File: src/rtl/mii_tx_arb_pkg.sv
// Shared types and constants for the MII transmit arbiter.
// Holds the FSM state encodings, the preamble/SFD nibble values, the byte
// counter width and the payload of one two-nibble byte slot.
package mii_tx_arb_pkg;

   localparam int unsigned STATE_W = 3;
   typedef logic [STATE_W-1:0] state_t;

   localparam logic [2:0] ST_IDLE     = 3'd0;
   localparam logic [2:0] ST_PREAMBLE = 3'd1;
   localparam logic [2:0] ST_DATA     = 3'd2;
   localparam logic [2:0] ST_PAD      = 3'd3;
   localparam logic [2:0] ST_IFG      = 3'd4;

   localparam logic [3:0] PREAMBLE_NIBBLE = 4'h5;
   localparam logic [3:0] SFD_NIBBLE      = 4'hD;
   localparam int unsigned PREAMBLE_CYCLES = 16;

   localparam int unsigned BYTE_CNT_W = 11;
   typedef logic [BYTE_CNT_W-1:0] byte_cnt_t;

   // One byte slot on the wire; an underrun slot carries data 0 with err set.
   typedef struct packed {
      logic [7:0] data;
      logic       last;
      logic       err;
   } slot_t;

   // Saturating increment for the frame byte counter.
   function automatic byte_cnt_t sat_inc(input byte_cnt_t c);
      return (c == '1) ? c : c + 1'b1;
   endfunction

endpackage

File: src/rtl/rr_arbiter.sv
// Combinational round-robin arbiter.
// Ports: req (request vector), last (previously granted index),
//        grant (one-hot, zero when no request), index (encoded winner,
//        equal to last when nothing requests).
// Search starts at last+1 and wraps, so last itself has lowest priority.
module rr_arbiter #(
   parameter int unsigned PORTS = 2
) (
   input  logic [PORTS-1:0]         req,
   input  logic [$clog2(PORTS)-1:0] last,
   output logic [PORTS-1:0]         grant,
   output logic [$clog2(PORTS)-1:0] index
);

   localparam int unsigned IW = $clog2(PORTS);

   always_comb begin
      logic        found;
      int unsigned p;
      found = 1'b0;
      p     = 0;
      grant = '0;
      index = last;
      for (int unsigned i = 1; i <= PORTS; i++) begin
         p = (32'(last) + i) % PORTS;
         if (!found && req[IW'(p)]) begin
            found           = 1'b1;
            grant[IW'(p)]   = 1'b1;
            index           = IW'(p);
         end
      end
   end

endmodule

File: src/rtl/mii_tx_arbiter.sv
// Shares one MII transmit interface between PORTS byte-stream sources.
// Grants whole frames round-robin, emits preamble + SFD, serialises each
// byte low nibble first and enforces the inter-frame gap.
// Ports: clk/rst_n (sync, active-low); s_tdata/s_tvalid/s_tready/s_tlast/
//        s_tuser per-port byte streams (s_tuser = abort on tlast byte);
//        mii_txd/mii_tx_en/mii_tx_er to the PHY; busy (not IDLE);
//        active_port (current or last grant).
// Build option: define MII_TX_ARB_PAD_EN to pad short frames with zero
// bytes up to MIN_FRAME_LEN; without it short frames go out as-is.
module mii_tx_arbiter
   import mii_tx_arb_pkg::*;
#(
   parameter int unsigned PORTS         = 2,
   parameter int unsigned IFG_NIBBLES   = 24,
   parameter int unsigned MIN_FRAME_LEN = 60
) (
   input  logic                     clk,
   input  logic                     rst_n,
   input  logic [PORTS*8-1:0]       s_tdata,
   input  logic [PORTS-1:0]         s_tvalid,
   output logic [PORTS-1:0]         s_tready,
   input  logic [PORTS-1:0]         s_tlast,
   input  logic [PORTS-1:0]         s_tuser,
   output logic [3:0]               mii_txd,
   output logic                     mii_tx_en,
   output logic                     mii_tx_er,
   output logic                     busy,
   output logic [$clog2(PORTS)-1:0] active_port
);

   localparam int unsigned IW    = $clog2(PORTS);
   localparam int unsigned PRE_W = $clog2(PREAMBLE_CYCLES);
   localparam int unsigned IFG_W = $clog2(IFG_NIBBLES + 1);

   state_t           state, state_n;
   logic [PRE_W-1:0] pre_cnt, pre_cnt_n;
   logic [IFG_W-1:0] ifg_cnt, ifg_cnt_n;
   logic             hi, hi_n;
   slot_t            slot, slot_n;
   byte_cnt_t        byte_cnt, byte_cnt_n;
   logic [3:0]       txd_n;
   logic             en_n, er_n, busy_n;
   logic [PORTS-1:0] tready_n;
   logic [IW-1:0]    port_n;

   logic [PORTS-1:0] grant_c;
   logic [IW-1:0]    arb_idx_c;
   logic [PORTS-1:0] onehot_c;
   logic [7:0]       byte_c;
   logic             valid_c, last_c, user_c;

   // Arbitration pointer is the registered active_port.
   rr_arbiter #(.PORTS(PORTS)) u_arb (
      .req   (s_tvalid),
      .last  (active_port),
      .grant (grant_c),
      .index (arb_idx_c)
   );

   // Granted port's stream, selected by the held grant.
   assign onehot_c = PORTS'(1) << active_port;
   assign byte_c   = s_tdata[{active_port, 3'b000} +: 8];
   assign valid_c  = s_tvalid[active_port];
   assign last_c   = s_tlast[active_port];
   assign user_c   = s_tuser[active_port];

   // State and output registers.
   always_ff @(posedge clk) begin
      if (!rst_n) begin
         state       <= ST_IDLE;
         pre_cnt     <= '0;
         ifg_cnt     <= '0;
         hi          <= 1'b0;
         slot        <= '0;
         byte_cnt    <= '0;
         mii_txd     <= '0;
         mii_tx_en   <= 1'b0;
         mii_tx_er   <= 1'b0;
         s_tready    <= '0;
         busy        <= 1'b0;
         active_port <= IW'(PORTS - 1);
      end else begin
         state       <= state_n;
         pre_cnt     <= pre_cnt_n;
         ifg_cnt     <= ifg_cnt_n;
         hi          <= hi_n;
         slot        <= slot_n;
         byte_cnt    <= byte_cnt_n;
         mii_txd     <= txd_n;
         mii_tx_en   <= en_n;
         mii_tx_er   <= er_n;
         s_tready    <= tready_n;
         busy        <= busy_n;
         active_port <= port_n;
      end
   end

   // Next state and next registered outputs for the following nibble.
   always_comb begin
      logic start_frame, begin_slot, enter_ifg;
      state_n     = state;
      pre_cnt_n   = pre_cnt;
      ifg_cnt_n   = ifg_cnt;
      hi_n        = hi;
      slot_n      = slot;
      byte_cnt_n  = byte_cnt;
      txd_n       = '0;
      en_n        = 1'b0;
      er_n        = 1'b0;
      busy_n      = 1'b1;
      tready_n    = '0;
      port_n      = active_port;
      start_frame = 1'b0;
      begin_slot  = 1'b0;
      enter_ifg   = 1'b0;

      case (state)
         ST_IDLE: begin
            if (|grant_c) start_frame = 1'b1;
            else          busy_n      = 1'b0;
         end
         ST_PREAMBLE: begin
            en_n = 1'b1;
            if (pre_cnt == PRE_W'(PREAMBLE_CYCLES - 1)) begin
               begin_slot = 1'b1;
            end else begin
               pre_cnt_n = pre_cnt + 1'b1;
               if (pre_cnt == PRE_W'(PREAMBLE_CYCLES - 2)) begin
                  txd_n    = SFD_NIBBLE;
                  tready_n = onehot_c;
               end else begin
                  txd_n = PREAMBLE_NIBBLE;
               end
            end
         end
         ST_DATA: begin
            en_n = 1'b1;
            if (!hi) begin
               hi_n  = 1'b1;
               txd_n = slot.data[7:4];
               er_n  = slot.err;
               if (!slot.last) tready_n = onehot_c;
            end else if (slot.last) begin
               enter_ifg = 1'b1;
`ifdef MII_TX_ARB_PAD_EN
               if (byte_cnt < BYTE_CNT_W'(MIN_FRAME_LEN)) begin
                  enter_ifg  = 1'b0;
                  state_n    = ST_PAD;
                  hi_n       = 1'b0;
                  byte_cnt_n = sat_inc(byte_cnt);
               end
`endif
            end else begin
               begin_slot = 1'b1;
            end
         end
`ifdef MII_TX_ARB_PAD_EN
         ST_PAD: begin
            // Zero bytes, counted at the start of each slot.
            en_n = 1'b1;
            hi_n = !hi;
            if (hi) begin
               if (byte_cnt >= BYTE_CNT_W'(MIN_FRAME_LEN)) enter_ifg  = 1'b1;
               else                                       byte_cnt_n = sat_inc(byte_cnt);
            end
         end
`endif
         ST_IFG: begin
            // Last gap nibble doubles as arbitration so back-to-back gaps are exact.
            if (ifg_cnt == IFG_W'(IFG_NIBBLES - 1)) begin
               if (|grant_c) begin
                  start_frame = 1'b1;
               end else begin
                  state_n = ST_IDLE;
                  busy_n  = 1'b0;
               end
            end else begin
               ifg_cnt_n = ifg_cnt + 1'b1;
            end
         end
         default: begin
            state_n = ST_IDLE;
            busy_n  = 1'b0;
         end
      endcase

      if (start_frame) begin
         state_n    = ST_PREAMBLE;
         pre_cnt_n  = '0;
         byte_cnt_n = '0;
         port_n     = arb_idx_c;
         txd_n      = PREAMBLE_NIBBLE;
         en_n       = 1'b1;
         busy_n     = 1'b1;
      end

      // Handshake completed in this cycle (or underrun): open a new byte slot.
      if (begin_slot) begin
         state_n = ST_DATA;
         hi_n    = 1'b0;
         if (valid_c) begin
            slot_n     = '{data: byte_c, last: last_c, err: last_c & user_c};
            byte_cnt_n = sat_inc(byte_cnt);
         end else begin
            slot_n = '{data: 8'h00, last: 1'b0, err: 1'b1};
         end
         txd_n = slot_n.data[3:0];
         er_n  = slot_n.err;
         en_n  = 1'b1;
      end

      if (enter_ifg) begin
         state_n   = ST_IFG;
         ifg_cnt_n = '0;
         txd_n     = '0;
         en_n      = 1'b0;
         er_n      = 1'b0;
      end
   end

endmodule

File: config.mk
export PLATFORM = sky130hd
export DESIGN_NAME = mii_tx_arbiter
export DESIGN_NICKNAME = d
export VERILOG_FILES = /design/src/rtl/mii_tx_arb_pkg.sv /design/src/rtl/rr_arbiter.sv /design/src/rtl/mii_tx_arbiter.sv
export SDC_FILE = /design/constraint.sdc
export NUM_CORES = 1
export LEC_CHECK = 0
export CAP_MARGIN = 40
export CORE_MARGIN = 2
export CORE_UTILIZATION = 35
export CTS_CLUSTER_DIAMETER = 200
export DETAILED_ROUTE_END_ITERATION = 10
export HOLD_SLACK_MARGIN = 0.12
export PLACE_DENSITY_LB_ADDON = 0.05
export SLEW_MARGIN = 5
export SYNTH_ARGS = -nofsm -noshare
export SYNTH_HDL_FRONTEND = slang
export SYNTH_SLANG_ARGS = --single-unit
File: constraint.sdc
create_clock -name clk -period 2 [get_ports clk]
set_clock_uncertainty 0.15 [all_clocks]
set_input_delay 0.3 -clock clk [delete_from_list [all_inputs] [get_ports clk]]
set_output_delay 0.3 -clock clk [all_outputs]
set_load 0.02 [all_outputs]
Word level (Yosys, flattened, before mapping)

Index checks and enable logic that the tools add are counted.

Flip-flop bits (word level): 33
Input port bits: 24
Output and inout bits: 10
Logic and storage cells: 121

$add $sub $neg: 4
Order comparisons: 5
Equality and inequality tests: 15
Shifts and indexed selects: 2
Mux-type cells: 56
Bitwise logic cells: 5
Reduce and logical (&&, ||, !) cells: 19

Operator list:

| operator                                             | count |
|---|---|
| 2-to-1 mux 1 bit                                     | 31 |
| 2-to-1 mux 4 bit                                     | 5 |
| variable part select 16 x 5 -> 8 bit                 | 1 |
| 2-to-1 mux 3 bit                                     | 5 |
| 2-to-1 mux 2 bit                                     | 6 |
| 2-to-1 mux 10 bit                                    | 1 |
| != test 5 bit (second input constant)                | 2 |
| OR reduction 2 bit                                   | 5 |
| AND reduction 3 bit                                  | 3 |
| equality test 4 bit (second input constant)          | 2 |
| != test 4 bit (second input constant)                | 2 |
| case mux 4 bit (2 select lines)                      | 1 |
| < comparator 1 x 2 -> 1 bit (second input constant)  | 3 |
| != test 3 bit (second input constant)                | 2 |
| case mux 3 bit (2 select lines)                      | 1 |
| AND reduction 2 bit                                  | 3 |
| OR reduction 3 bit                                   | 2 |
| adder 5 x 1 -> 5 bit (second input constant)         | 1 |
| equality test 5 bit (second input constant)          | 1 |
| adder 4 x 1 -> 4 bit (second input constant)         | 1 |
| != test 4 x 1 -> 1 bit (second input constant)       | 1 |
| case mux 1 bit (2 select lines)                      | 2 |
| case mux 2 bit (2 select lines)                      | 1 |
| equality test 3 x 1 -> 1 bit (second input constant) | 1 |
| 16 further kinds                                     | 23 |

Longest topological paths before layout

Gate-level depths: netlist of the first run.

Depth in word-level cells: 15
Mapped depth: 7
Mapped depth without buffers: 5

Hierarchy

Synthesis of the first run repeated with hierarchy kept, for this count alone.

Cell total of the unflattened synthesis: 163
Area, all modules: 1452.6 um2

By module, submodules not included:

| module         | times used | cells an instance | area an instance (um2) | seq. area each (um2) |
|---|---|---|---|---|
| mii_tx_arbiter | 1          | 158               | 1423.9                 | 580.6 |
| rr_arbiter     | 1          | 5                 | 28.8                   | 0.0 |

Least setup slack after synthesis of the first run

OpenSTA, ideal clock, no wires.

Kind: reg-to-reg
From: register active_port
To: register mii_txd[1]
Library setup time: 0.128 ns
Arrival time: 1.628 ns
Required time: 1.722 ns
Setup slack: 0.095 ns
Cell stages (with the launch flop): 6
Path buffers: 1
Clock period less this slack: 1.905 ns
Cells stage by stage: dfxtp_1 > clkbuf_1 > mux2i_1 > nor2_1 > a22oi_1 > nor2_1

Longest elaborated chain between the ends: 14
Elaborated cells between the ends (all ways): 32
Those cells by class: add/sub: 2; order compare: 4; shift: 1; mux: 19; bitwise: 1; reduce/logical: 5

RTL lines:

| what                                                                                            | RTL line                                     | text |
|---|---|---|
| start, declared                                                                                 | mii_tx_arbiter.sv:28                         | `output logic [$clog2(PORTS)-1:0] active_port` |
| start signal, assigned                                                                          | mii_tx_arbiter.sv:81                         | `active_port <= IW'(PORTS - 1);` |
| start signal, assigned                                                                          | mii_tx_arbiter.sv:94                         | `active_port <= port_n;` |
| adder 1 bit                                                                                     | rr_arbiter.sv:25                             | `p = (32'(last) + i) % PORTS;` |
| < comparator 1 x 2 -> 1 bit (implied by the code) / >= comparator 1 bit (equally long branches) | rr_arbiter.sv:28                             | `grant[IW'(p)] = 1'b1;` |
| logical AND 1 bit (implied by the code)                                                         | rr_arbiter.sv:28                             |  |
| 2-to-1 mux 1 bit (implied by the code)                                                          | rr_arbiter.sv:28                             |  |
| demux 1 bit (select 1 bit)                                                                      | -                                            |  |
| 2-to-1 mux 2 bit                                                                                | rr_arbiter.sv:26                             | `if (!found && req[IW'(p)]) begin` |
| bitwise OR 2 bit (no line)                                                                      | -                                            |  |
| 2-to-1 mux 2 bit                                                                                | rr_arbiter.sv:26                             |  |
| OR reduction 2 bit                                                                              | mii_tx_arbiter.sv:119, mii_tx_arbiter.sv:171 |  |
| 2-to-1 mux 1 bit                                                                                | mii_tx_arbiter.sv:119, mii_tx_arbiter.sv:171 |  |
| 2-to-1 mux 1 bit                                                                                | mii_tx_arbiter.sv:170                        | `if (ifg_cnt == IFG_W'(IFG_NIBBLES - 1)) begin` |
| case mux 1 bit (2 select lines)                                                                 | mii_tx_arbiter.sv:117                        | `case (state)` |
| 2-to-1 mux 4 bit                                                                                | mii_tx_arbiter.sv:187                        | `if (start_frame) begin` |
| 2-to-1 mux 4 bit *                                                                              | mii_tx_arbiter.sv:198                        | `if (begin_slot) begin` |
| end signal, assigned                                                                            | mii_tx_arbiter.sv:89                         | `mii_txd <= txd_n;` |
| end, declared                                                                                   | mii_tx_arbiter.sv:24                         | `output logic [3:0] mii_txd,` |

Mark *: on every way between the ends. The rest lies on a longest branch, timed or not. The select of a mux whose other input is x is not followed.
A chain may end at the register's enable or synchronous reset.

Final worst setup path of the first run

From: register state[2]
To: register slot[7] (netlist name)

Longest elaborated chain between the ends: 2
Elaborated cells between the ends (all ways): 3
Those cells by class: eq/ne: 2; mux: 1

RTL lines:

| what                                                                                | RTL line              | text |
|---|---|---|
| start, declared                                                                     | mii_tx_arbiter.sv:35  | `state_t state, state_n;` |
| start signal, assigned                                                              | mii_tx_arbiter.sv:83  | `state <= state_n;` |
| equality test 3 x 2 -> 1 bit / equality test 3 x 1 -> 1 bit (equally long branches) | mii_tx_arbiter.sv:117 |  |
| case mux 1 bit (2 select lines) *                                                   | mii_tx_arbiter.sv:117 |  |
| end signal, assigned                                                                | mii_tx_arbiter.sv:87  | `slot <= slot_n;` |
| end, declared                                                                       | mii_tx_arbiter.sv:39  | `slot_t slot, slot_n;` |

Mark *: on every way between the ends. The rest lies on a longest branch, timed or not.

==> metrics.txt, run 1 <==
status finished, final reports clean; post-DP HPWL 2259 um; peak per-stage delay on the critical path 470 ps; Rows 23; crit path DAT about 1800 ps; Post-synth EDFFs 0; period utilization 91.19%; Worst-Skew Late Latency 270 ps; FF-to-FF setup slack around 180 ps; Synthesized Nets 181; FFs w/ async S/R, synth 0%; Synth Cell Area around 1400 um^2; main combinational cell family by area after synthesis simple AND/OR/NAND/NOR gates; Clock Tree Root clkbuf_8; crit end category flop; HP Start slot[0]; Post-Synth Adder-Cell Area ~2.7%; I/O Pins 34; warnings from Yosys 0; required time of the critical path 2020 ps; Nets 220; H-Tree Level Count 2; Design Area, Final 1892 um^2; first-pass GRT wire length around 4800 um; Chip Height between 60 and 70 um; crit path kind flop to flop; Yosys top cell by area dfxtp_1; Max Cap Violations 0; CTS Sinks 29; die outline area 4564 um^2; CTS buffer count 5; Via density 4.840; Overflow after GRT 0; multiplexer area fraction after synthesis 10.62%; routed length per instance 12.13 um; hold_buf cts 0; worst min-delay path category flop to flop; clock buffer depth 2; Yosys top cell area share 41.06%; ANT nets after route 0; die width between 60 and 70 um; worst hold path cell count 2; Vias 1176; commonest non-fill, non-tap cell in the layout clkdlybuf4s50_1; setup TNS 0 ps; Core ar. 3943 um^2; minimum clock period 1824 ps; Layout area overhead 33.80%; RSZ-0062 raised after global routing false; routability cong. 0.8265; Most used DFF post-synth dfxtp_1; register area share after synthesis 41.06%; Synth Area in Simple Gates 23.01%; Synth area leaders dfxtp_1, mux2i_1, nor2_1; Compound-Gate Fraction of Synth Area 14.87%; CTS tree yes; Max Fclk 0.5483 GHz; Total Routing Usage GR 14.31%; reg-to-reg endpoint slot[7]; share of cells above drive strength 1 between 8 and 9%; largest net degree at the start of global routing 15; syn avg cell area between 9 and 10 um^2; initial DRC count 50; P per Cell Area roughly 670 nW/um^2; final number of setup-violating endpoints 0; Initial Util 35.86%; worst hold endpoint mii_tx_er; most frequent cells in the layout clkdlybuf4s50_1, dfxtp_1, nor2_1, mux2i_1, nand2_1; Max-slew headroom 73.10%; Post-CTS Setup Bufs 0; routed wire length 2948 um; Worst VDD drop 0.4355 mV; LEAKAGE approximately 0.75 nW; worst slew pin tran 402.1 ps; Final Hold Viols 0; number of global-route vias before repair 1085; Slew Viols, Final 0; Critical-path top delay cell or3b_4; Post-Synth XOR/XNOR Area 3.717%; ANT cells 0; dpl cell area 1805 um^2; drt pass-1 iters 4; RR Startpoint state[2]; maximum fanout along the worst path 12; post-synthesis cell count 154; cts repair resizes 0; initial antenna violation count 0; I/O Buffers 33; r2r worst-path depth 5; crit path cell chain or3b_4 > o32ai_4 > buf_4 > mux2i_1 > nor2b_1; crit start category flop; DRC 0; clock slew seen by the registers of the worst setup and hold paths approximately 60 ps; number of library cell types mapped by synthesis 40; #FFs+latches synth 29
kinds of logic after synthesis:
logic type,count (synthesis)
adders and majority gates,3
and+or+nand+nor,64
xor gates and xnor gates,6
AOI/OAI and AO/OA,27
muxes,15
buffers and inverters,10
DFF,29
synthesized netlist by cell type, types with 3 or more instances:
| master | number |
|---|---|
| inv_1 | 3 |
| nand3_1 | 5 |
| mux2i_1 | 15 |
| o21a_1 | 3 |
| nand2_1 | 11 |
| and3_1 | 3 |
| ha_1 | 3 |
| nand4_1 | 4 |
| o21ai_0 | 5 |
| nor2b_1 | 4 |
| a21oi_1 | 3 |
| dfxtp_1 | 29 |
| nor2_1 | 23 |
| xor2_1 | 4 |
| nor3_1 | 4 |
| clkbuf_1 | 4 |
routing by layer:
metal | track usage [%] | wire length (um) | part of all wire [%] | vias to the layer above
li1 | - | - | - | 625
met1 | 17.89 | 1488 | 50 | 514
met2 | 22.79 | 1273 | 43 | 29
met3 | 4.667 | 146 | 5.0 | 8
met4 | 5.357 | 39 | 1.3 | 0
met5 | 0 | 0 | 0 | -
worst max-delay path by stage:
stage | slack, ps | start | cells past startpoint | end
after detailed placement | 180 | state[1] | 5 | slot[7]
final | 180 | state[2] | 5 | slot[7]
after floorplan | 90 | active_port | 5 | mii_txd[1]
after CTS | 150 | active_port | 1 | active_port
after global placement | 220 | state[1] | 5 | mii_txd[3]
after global routing | 30 | pre_cnt[0] | 6 | slot[7]
where the power goes:
part           switching [mW]  internal (mW)
Clock                   0.205          0.272
Combinational          0.0819          0.104
Sequential             0.0109          0.592
Total                   0.298          0.969
area by class of cell:
class | count | area, um^2
Fill cell | 359 | 2051
Multi-Input combinational cell | 115 | 775.7
Sequential cell | 29 | 580.6
Timing Repair Buffer | 39 | 375.4
Clock buffer | 7 | 86.33
Tap cell | 50 | 62.56
Inverter | 3 | 11.26
stage by stage:
step	power [mW]	hold slack (ps)	setup slack, ps	cells	util [%]
2_1_floorplan	0.7107	285.6	94.78	154	-
3_3_place_gp	0.8038	315.6	216.8	236	45.80
3_5_place_dp	0.8048	314.5	178.4	236	45.80
4_1_cts	1.286	322.7	153.0	243	47.98
5_1_grt	1.327	350.3	33.84	243	47.98
6_report	1.267	316.5	176.2	243	47.98
flip-flops by register name, summed over array words and instances, names as in the netlist:
register	cells
mii_tx_er	1
mii_tx_en	1
mii_txd	4
ifg_cnt	5
s_tready	2
state	3
pre_cnt	4
active_port	1
hi	1
busy	1
slot	6
critical path: cells and delay by family, from the launching register on:
family | cells | cell delay [ps]
flops | 1 | 380
mux | 1 | 210
buf+inv | 1 | 240
simple gates | 2 | 530
compound gates | 1 | 210
(Power assumes the default switching activity.)
==> inputs of run 2 (changes only) <==
- ABC_AREA: not set -> 1
- GPL_TIMING_DRIVEN: not set -> 0
- PLACE_DENSITY_LB_ADDON: 0.05 -> 0.25
==> run 2 against run 1 <==
Against the previous run:
- via count up 26%
- core utilization rose by 1.5 points
- combinational power up 18%
- sequential power hardly changed
- design area rose by 6.2%
- sequential cell count stayed put
- die area increased by 5.7%
- register-to-register slack gained 150 ps
- critical path depth down 4
- largest cell class unchanged
- largest power group is now the clock network
==> metrics.txt, run 2 <==
I/O Pins 34 (unchanged); Synth Cell Area 1500 um^2 (was 1414 um^2); Core ar. 4058 um^2 (was 3943 um^2); crit path kind flop to output pin (was flop to flop); met1 Resource Use GR 19.53% (was 17.89%); largest net degree at the start of global routing 11 (was 15); initial DRC count 82 (was 50); #FFs+latches synth 29 (unchanged); LEAKAGE 0.8921 nW (was 0.7510 nW); Worst VDD drop 0.3013 mV (was 0.4355 mV); Yosys top cell by area dfxtp_1 (unchanged); peak per-stage delay on the critical path 650 ps (was 470 ps); Max Cap Violations 0 (unchanged); Rows 23 (unchanged); routed wire length 3451 um (was 2948 um); CTS Sinks 29 (unchanged); I/O Buffers 33 (unchanged); Post-CTS Setup Bufs 0 (unchanged); r2r worst-path depth 8 (was 5); number of library cell types mapped by synthesis 22 (was 40); ANT nets after route 0 (unchanged); clock slew seen by the registers of the worst setup and hold paths 70 ps (was 60 ps); Clock Tree Root clkbuf_8 (unchanged); Slew Viols, Final 0 (unchanged); worst slew pin tran 470.8 ps (was 402.1 ps); Worst-Skew Late Latency 290 ps (was 270 ps); Levels on crit path 1 (was 5); Nets 293 (was 220); initial antenna violation count 0 (unchanged); global routing's busiest layer met2 (unchanged); Switch Pwr 354.8 uW (was 298.1 uW); crit start category flop (unchanged); maximum fanout along the worst path 7 (was 12); hold_buf cts 0 (unchanged); register area share after synthesis 38.70% (was 41.06%); met2 usage 23.50% (was 22.79%); Chip Height 69.47 um (was 67.56 um); most frequent cells in the layout nand2_1, clkdlybuf4s50_1, dfxtp_1, inv_1, nor2_1 (was clkdlybuf4s50_1, dfxtp_1, nor2_1, mux2i_1, nand2_1); delay-heaviest family, CP buffers and inverters (was simple AND/OR/NAND/NOR gates); warnings from Yosys 0 (unchanged); Critical-path top delay cell clkdlybuf4s50_1 (was or3b_4); cts repair resizes 0 (unchanged); Final Core Density 49.52% (was 47.98%); drt pass-1 iters 4 (unchanged); RSZ-0062 raised after global routing false (unchanged); clock buffer depth 2 (unchanged); CTS tree yes (unchanged); crit path capture active_port (was slot[7]); Max-slew headroom 68.61% (was 73.10%); Total Routing Usage GR 15.69% (was 14.31%); met3 Use GR 6.105% (was 4.667%); Max Fclk 0.5442 GHz (was 0.5483 GHz); most frequent cell after synthesis nand2_1 (was dfxtp_1); required time of the critical path 1550 ps (was 2020 ps); final number of setup-violating endpoints 0 (unchanged); worst min-delay path category flop to flop (unchanged); logic gate share of total power 15.1% (was 14.7%); Synthesized Nets 253 (was 181); crit path cell chain clkdlybuf4s50_1 (was or3b_4 > o32ai_4 > buf_4 > mux2i_1 > nor2b_1); largest registers slot x6, ifg_cnt x5 (unchanged); commonest non-fill, non-tap cell in the layout nand2_1 (was clkdlybuf4s50_1); Post-synth EDFFs 0 (unchanged); minimum clock period 1838 ps (was 1824 ps); H-Tree Level Count 2 (unchanged); Synth area leaders dfxtp_1, nand2_1, inv_1 (was dfxtp_1, mux2i_1, nor2_1); crit path DAT 1390 ps (was 1840 ps); setup TNS 0 ps (unchanged); CP bufs+invs 1 (unchanged); status finished, final reports clean (unchanged); first-pass GRT wire length 5975 um (was 4816 um); Sequential Power Share 41.6% (was 47.6%); die width 69.47 um (was 67.56 um); Yosys top cell area share 38.70% (was 41.06%); reg-to-reg endpoint pre_cnt[2] (was slot[7]); power share of the clock group 43.3% (was 37.7%); routability cong. 0.8274 (was 0.8265); post-DP HPWL 2527 um (was 2259 um); Biggest register slot (unchanged); FF-to-FF setup slack 330 ps (was 180 ps); crit end category output pin (was flop); Overflow after GRT 0 (unchanged); share of cells above drive strength 1 7.116% (was 8.808%); syn avg cell area 6.638 um^2 (was 9.181 um^2); switch share 24.41% (was 23.53%); ANT cells 0 (unchanged); post-synthesis cell count 226 (was 154); Initial Util 36.97% (was 35.86%); Most used DFF post-synth dfxtp_1 (unchanged); P per Cell Area 723.3 nW/um^2 (was 669.7 nW/um^2); number of global-route vias before repair 1342 (was 1085); CP Launch Point active_port (was state[2]); Pint 1.099 mW (was 968.8 uW); FFs w/ async S/R, synth 0% (unchanged); DRC 0 (unchanged); Via density 4.672 (was 4.840); period utilization 91.88% (was 91.19%); Layout area overhead 33.95% (was 33.80%); RR Startpoint ifg_cnt[0] (was state[2]); die outline area 4826 um^2 (was 4564 um^2); Vias 1481 (was 1176); Synth top cells by count nand2_1, dfxtp_1, inv_1 (was dfxtp_1, nor2_1, mux2i_1); Final Hold Viols 0 (unchanged); Largest register FFs 6 (unchanged); routed length per instance 10.89 um (was 12.13 um); CTS buffer count 5 (unchanged)
## run 2: changes by cell type after synthesis, sizes merged, moves of 5 or more
cell and delta:
a21boi -5, a21oi +15, inv +24, mux2i -15, nand2 +68, nand3 +14
## run 2: power by group through the flow
stage          clock network [mW]  registers (mW)  logic [mW]
6_report                    0.630           0.605       0.219
5_1_grt                     0.672           0.606       0.243
4_1_cts                     0.646           0.605       0.220
3_5_place_dp                    0           0.617       0.219
3_3_place_gp                    0           0.618       0.220
2_1_floorplan                   0           0.631       0.106
## run 2: per-stage QoR
step | worst slack (ps) | cells | total power, mW | hold WS, ps | area, um^2
final | 162.4 | 317 | 1.453 | 301.0 | 2009
after floorplan | 620.1 | 226 | 0.7375 | 269.1 | 1500
after global placement | 160.3 | 309 | 0.8374 | 284.8 | 1893
after CTS | 143.1 | 317 | 1.470 | 302.4 | 2009
after detailed placement | 152.0 | 309 | 0.8362 | 289.7 | 1893
after global routing | 95.17 | 317 | 1.521 | 327.1 | 2009
## run 2: how the worst min path moves through the flow
stage | to | from | slack (ps) | cells past startpoint
after floorplan | slot[6] | slot[6] | 270 | 2
after global placement | slot[6] | slot[6] | 280 | 2
after detailed placement | slot[7] | slot[7] | 290 | 2
after CTS | slot[7] | slot[7] | 300 | 2
after global routing | slot[7] | slot[7] | 330 | 2
final | slot[7] | slot[7] | 300 | 2
## run 2: kinds of logic (layout without fill, tap and decap cells)
kind of cell	count (synthesis)	in the layout	share of synthesized area [%]
AO/OA/AOI/OAI	27	27	9.591
XOR/XNOR	5	5	2.920
adder cells (fa/ha/maj)	3	3	2.502
buffers and inverters	30	71	7.672
flip-flops	29	29	38.70
AND/OR/NAND/NOR	132	132	38.62
## run 2: metal layers
| layer | vias up | share of wire [%] |
|---|---|---|
| li1 | 794 | - |
| met1 | 630 | 47 |
| met2 | 50 | 44 |
| met3 | 7 | 6.7 |
| met4 | 0 | 2.3 |
| met5 | - | 0 |
## run 2: cell type report
cell class,count,area (um^2)
buffer,3,13.76
fill,428,2048
multi-input combinational,167,804.5
sequential,29,580.6
clock buffer,7,86.33
tap,50,62.56
inverter,27,101.3
clock inverter,1,30.03
timing repair buffer,33,330.3
==> inputs of run 3 (changes only) <==
--- a/config.mk
+++ b/config.mk
@@ -11,4 +11,5 @@
 export CORE_UTILIZATION = 35
 export CTS_CLUSTER_DIAMETER = 200
+export CTS_CLUSTER_SIZE = 30
 export DETAILED_ROUTE_END_ITERATION = 10
 export GPL_TIMING_DRIVEN = 0
==> constraint.sdc (replaced) <==
create_clock -name clk -period 2 [get_ports clk]
set_clock_uncertainty 0.15 [all_clocks]
set_input_delay 0.4 -clock clk [delete_from_list [all_inputs] [get_ports clk]]
set_output_delay 0.4 -clock clk [all_outputs]
set_load 0.02 [all_outputs]
==> run 3 against run 2 <==
Against the previous run:
- clock-buffer cell count unchanged
- sequential cell count unchanged
- power about the same
- fmax increased by 4.1%
- sequential power about the same
- core utilization increased by 0.062 points
- first-iteration DRC count unchanged
- routed wire length about the same
- via count decreased by 0.20%
==> metrics.txt, run 3 (same netlist as run 2, synthesis figures left out) <==
status finished, final reports clean (unchanged); CP bufs+invs 1 (unchanged); peak per-stage delay on the critical path 610 ps (was 650 ps); Core ar. 4058 um^2 (unchanged); commonest non-fill, non-tap cell in the layout nand2_1 (unchanged); Slew Viols, Final 0 (unchanged); cts repair resizes 0 (unchanged); routability cong. 0.8274 (unchanged); largest net degree at the start of global routing 11 (unchanged); LEAKAGE 0.8959 nW (was 0.8921 nW); CP Launch Point mii_txd[1] (was active_port); crit start category flop (unchanged); Worst-Skew Late Latency 290 ps (about the same); Clock Tree Root clkbuf_8 (unchanged); worst min-delay path category flop to flop (unchanged); Total Routing Usage GR 15.69% (unchanged); Pwr Total 1.452 mW (was 1.453 mW); DRC 0 (unchanged); drt pass-1 iters 4 (unchanged); delay-heaviest family, CP buffers and inverters (unchanged); H-Tree Level Count 2 (unchanged); CTS Sinks 29 (unchanged); crit path DAT 1220 ps (was 1390 ps); most frequent cells in the layout nand2_1, clkdlybuf4s50_1, dfxtp_1, inv_1, nor2_1 (unchanged); Setup WS post-layout 234.5 ps (was 162.4 ps); HP Start slot[7] (unchanged); initial DRC count 82 (unchanged); worst slew pin tran 470.8 ps (unchanged); initial antenna violation count 0 (unchanged); RR Startpoint ifg_cnt[0] (unchanged); Nets 293 (unchanged); RSZ-0062 raised after global routing false (unchanged); CTS tree yes (unchanged); Overflow after GRT 0 (unchanged); ANT cells 0 (unchanged); Switch Pwr 353.9 uW (was 354.8 uW); Vias 1478 (was 1481); Post-CTS Setup Bufs 0 (unchanged); crit path cell chain clkdlybuf4s50_1 (unchanged); P per Cell Area 721.8 nW/um^2 (was 723.3 nW/um^2); Largest register FFs 6 (unchanged); switch share 24.37% (was 24.41%); Biggest register slot (unchanged); largest registers slot x6, ifg_cnt x5 (unchanged); number of global-route vias before repair 1342 (unchanged); share of cells above drive strength 1 7.116% (unchanged); setup TNS 0 ps (unchanged); power share of the clock group 43.3% (about the same); final number of setup-violating endpoints 0 (unchanged); hold_buf cts 0 (unchanged); required time of the critical path 1450 ps (was 1550 ps); Worst VDD drop 0.3013 mV (about the same); die width 69.47 um (unchanged); Sequential Power Share 41.6% (about the same); Critical-path top delay cell clkdlybuf4s50_1 (unchanged); crit path kind flop to output pin (unchanged); maximum fanout along the worst path 1 (was 7); Max Fclk 0.5664 GHz (was 0.5442 GHz); setup slack at placement 52.03 ps (was 152.0 ps); ANT nets after route 0 (unchanged); Final Hold Viols 0 (unchanged); I/O Pins 34 (unchanged); minimum clock period 1765 ps (was 1838 ps); logic gate share of total power 15.0% (was 15.1%); Max-slew headroom 68.61% (unchanged); first-pass GRT wire length 5975 um (unchanged); clock buffer depth 2 (unchanged); period utilization 88.27% (was 91.88%); routed wire length 3452 um (was 3451 um); post-DP HPWL 2527 um (unchanged); Initial Util 36.97% (unchanged); Layout area overhead 34.11% (was 33.95%); Rows 23 (unchanged); Chip Height 69.47 um (unchanged); Pint 1.098 mW (was 1.099 mW); crit end category output pin (unchanged); I/O Buffers 33 (unchanged); routed length per instance 10.89 um (about the same); clock slew seen by the registers of the worst setup and hold paths 70 ps (about the same); die outline area 4826 um^2 (unchanged); CTS buffer count 5 (unchanged); Via density 4.662 (was 4.672); Max Cap Violations 0 (unchanged)
[run 3: cell count changes in the layout (fill, tap and decap cells not counted)]
cell and delta:
dlymetal6s2s_1 +1, clkdlybuf4s50_1 -1
[run 3: layer usage]
layer,global-route usage (%),share of wire [%],routed length [um],up-vias
met2,23.50,44,1527,48
met3,6.105,6.5,226,7
met1,19.53,47,1618,629
met5,0,0,0,-
met4,7.843,2.3,80,0
li1,-,-,-,794
[run 3: worst paths after layout]
check        slack (ps)  cells after the start    endpoint
min                 300                      2     slot[7]
min reg2reg         300                      2     slot[7]
max                 230                      1  mii_txd[1]
max reg2reg         330                      8  pre_cnt[2]
[run 3: power groups by stage]
stage / logic, mW / registers, mW / clock network [mW]
final: 0.218 / 0.605 / 0.629
after global routing: 0.243 / 0.606 / 0.672
after CTS: 0.220 / 0.605 / 0.646
after detailed placement: 0.219 / 0.617 / 0
after global placement: 0.220 / 0.618 / 0
after floorplan: 0.106 / 0.631 / 0
[run 3: cell type report]
cell class                      instances  area (um^2)
Fill cell                             429         2046
Multi-Input combinational cell        167        804.5
Sequential cell                        29        580.6
Timing Repair Buffer                   33        332.8
Inverter                               27        101.3
Clock buffer                            7        86.33
Tap cell                               50        62.56
Clock inverter                          1        30.03
Buffer                                  3        13.76
[run 3: metrics by stage]
stage | util, % | cell area [um^2] | cells | hold WS (ps)
2_1_floorplan | - | 1500 | 226 | 269.1
3_3_place_gp | 46.65 | 1893 | 309 | 284.8
3_5_place_dp | 46.65 | 1893 | 309 | 289.7
4_1_cts | 49.52 | 2009 | 317 | 302.4
5_1_grt | 49.58 | 2012 | 317 | 327.1
6_report | 49.58 | 2012 | 317 | 301.0
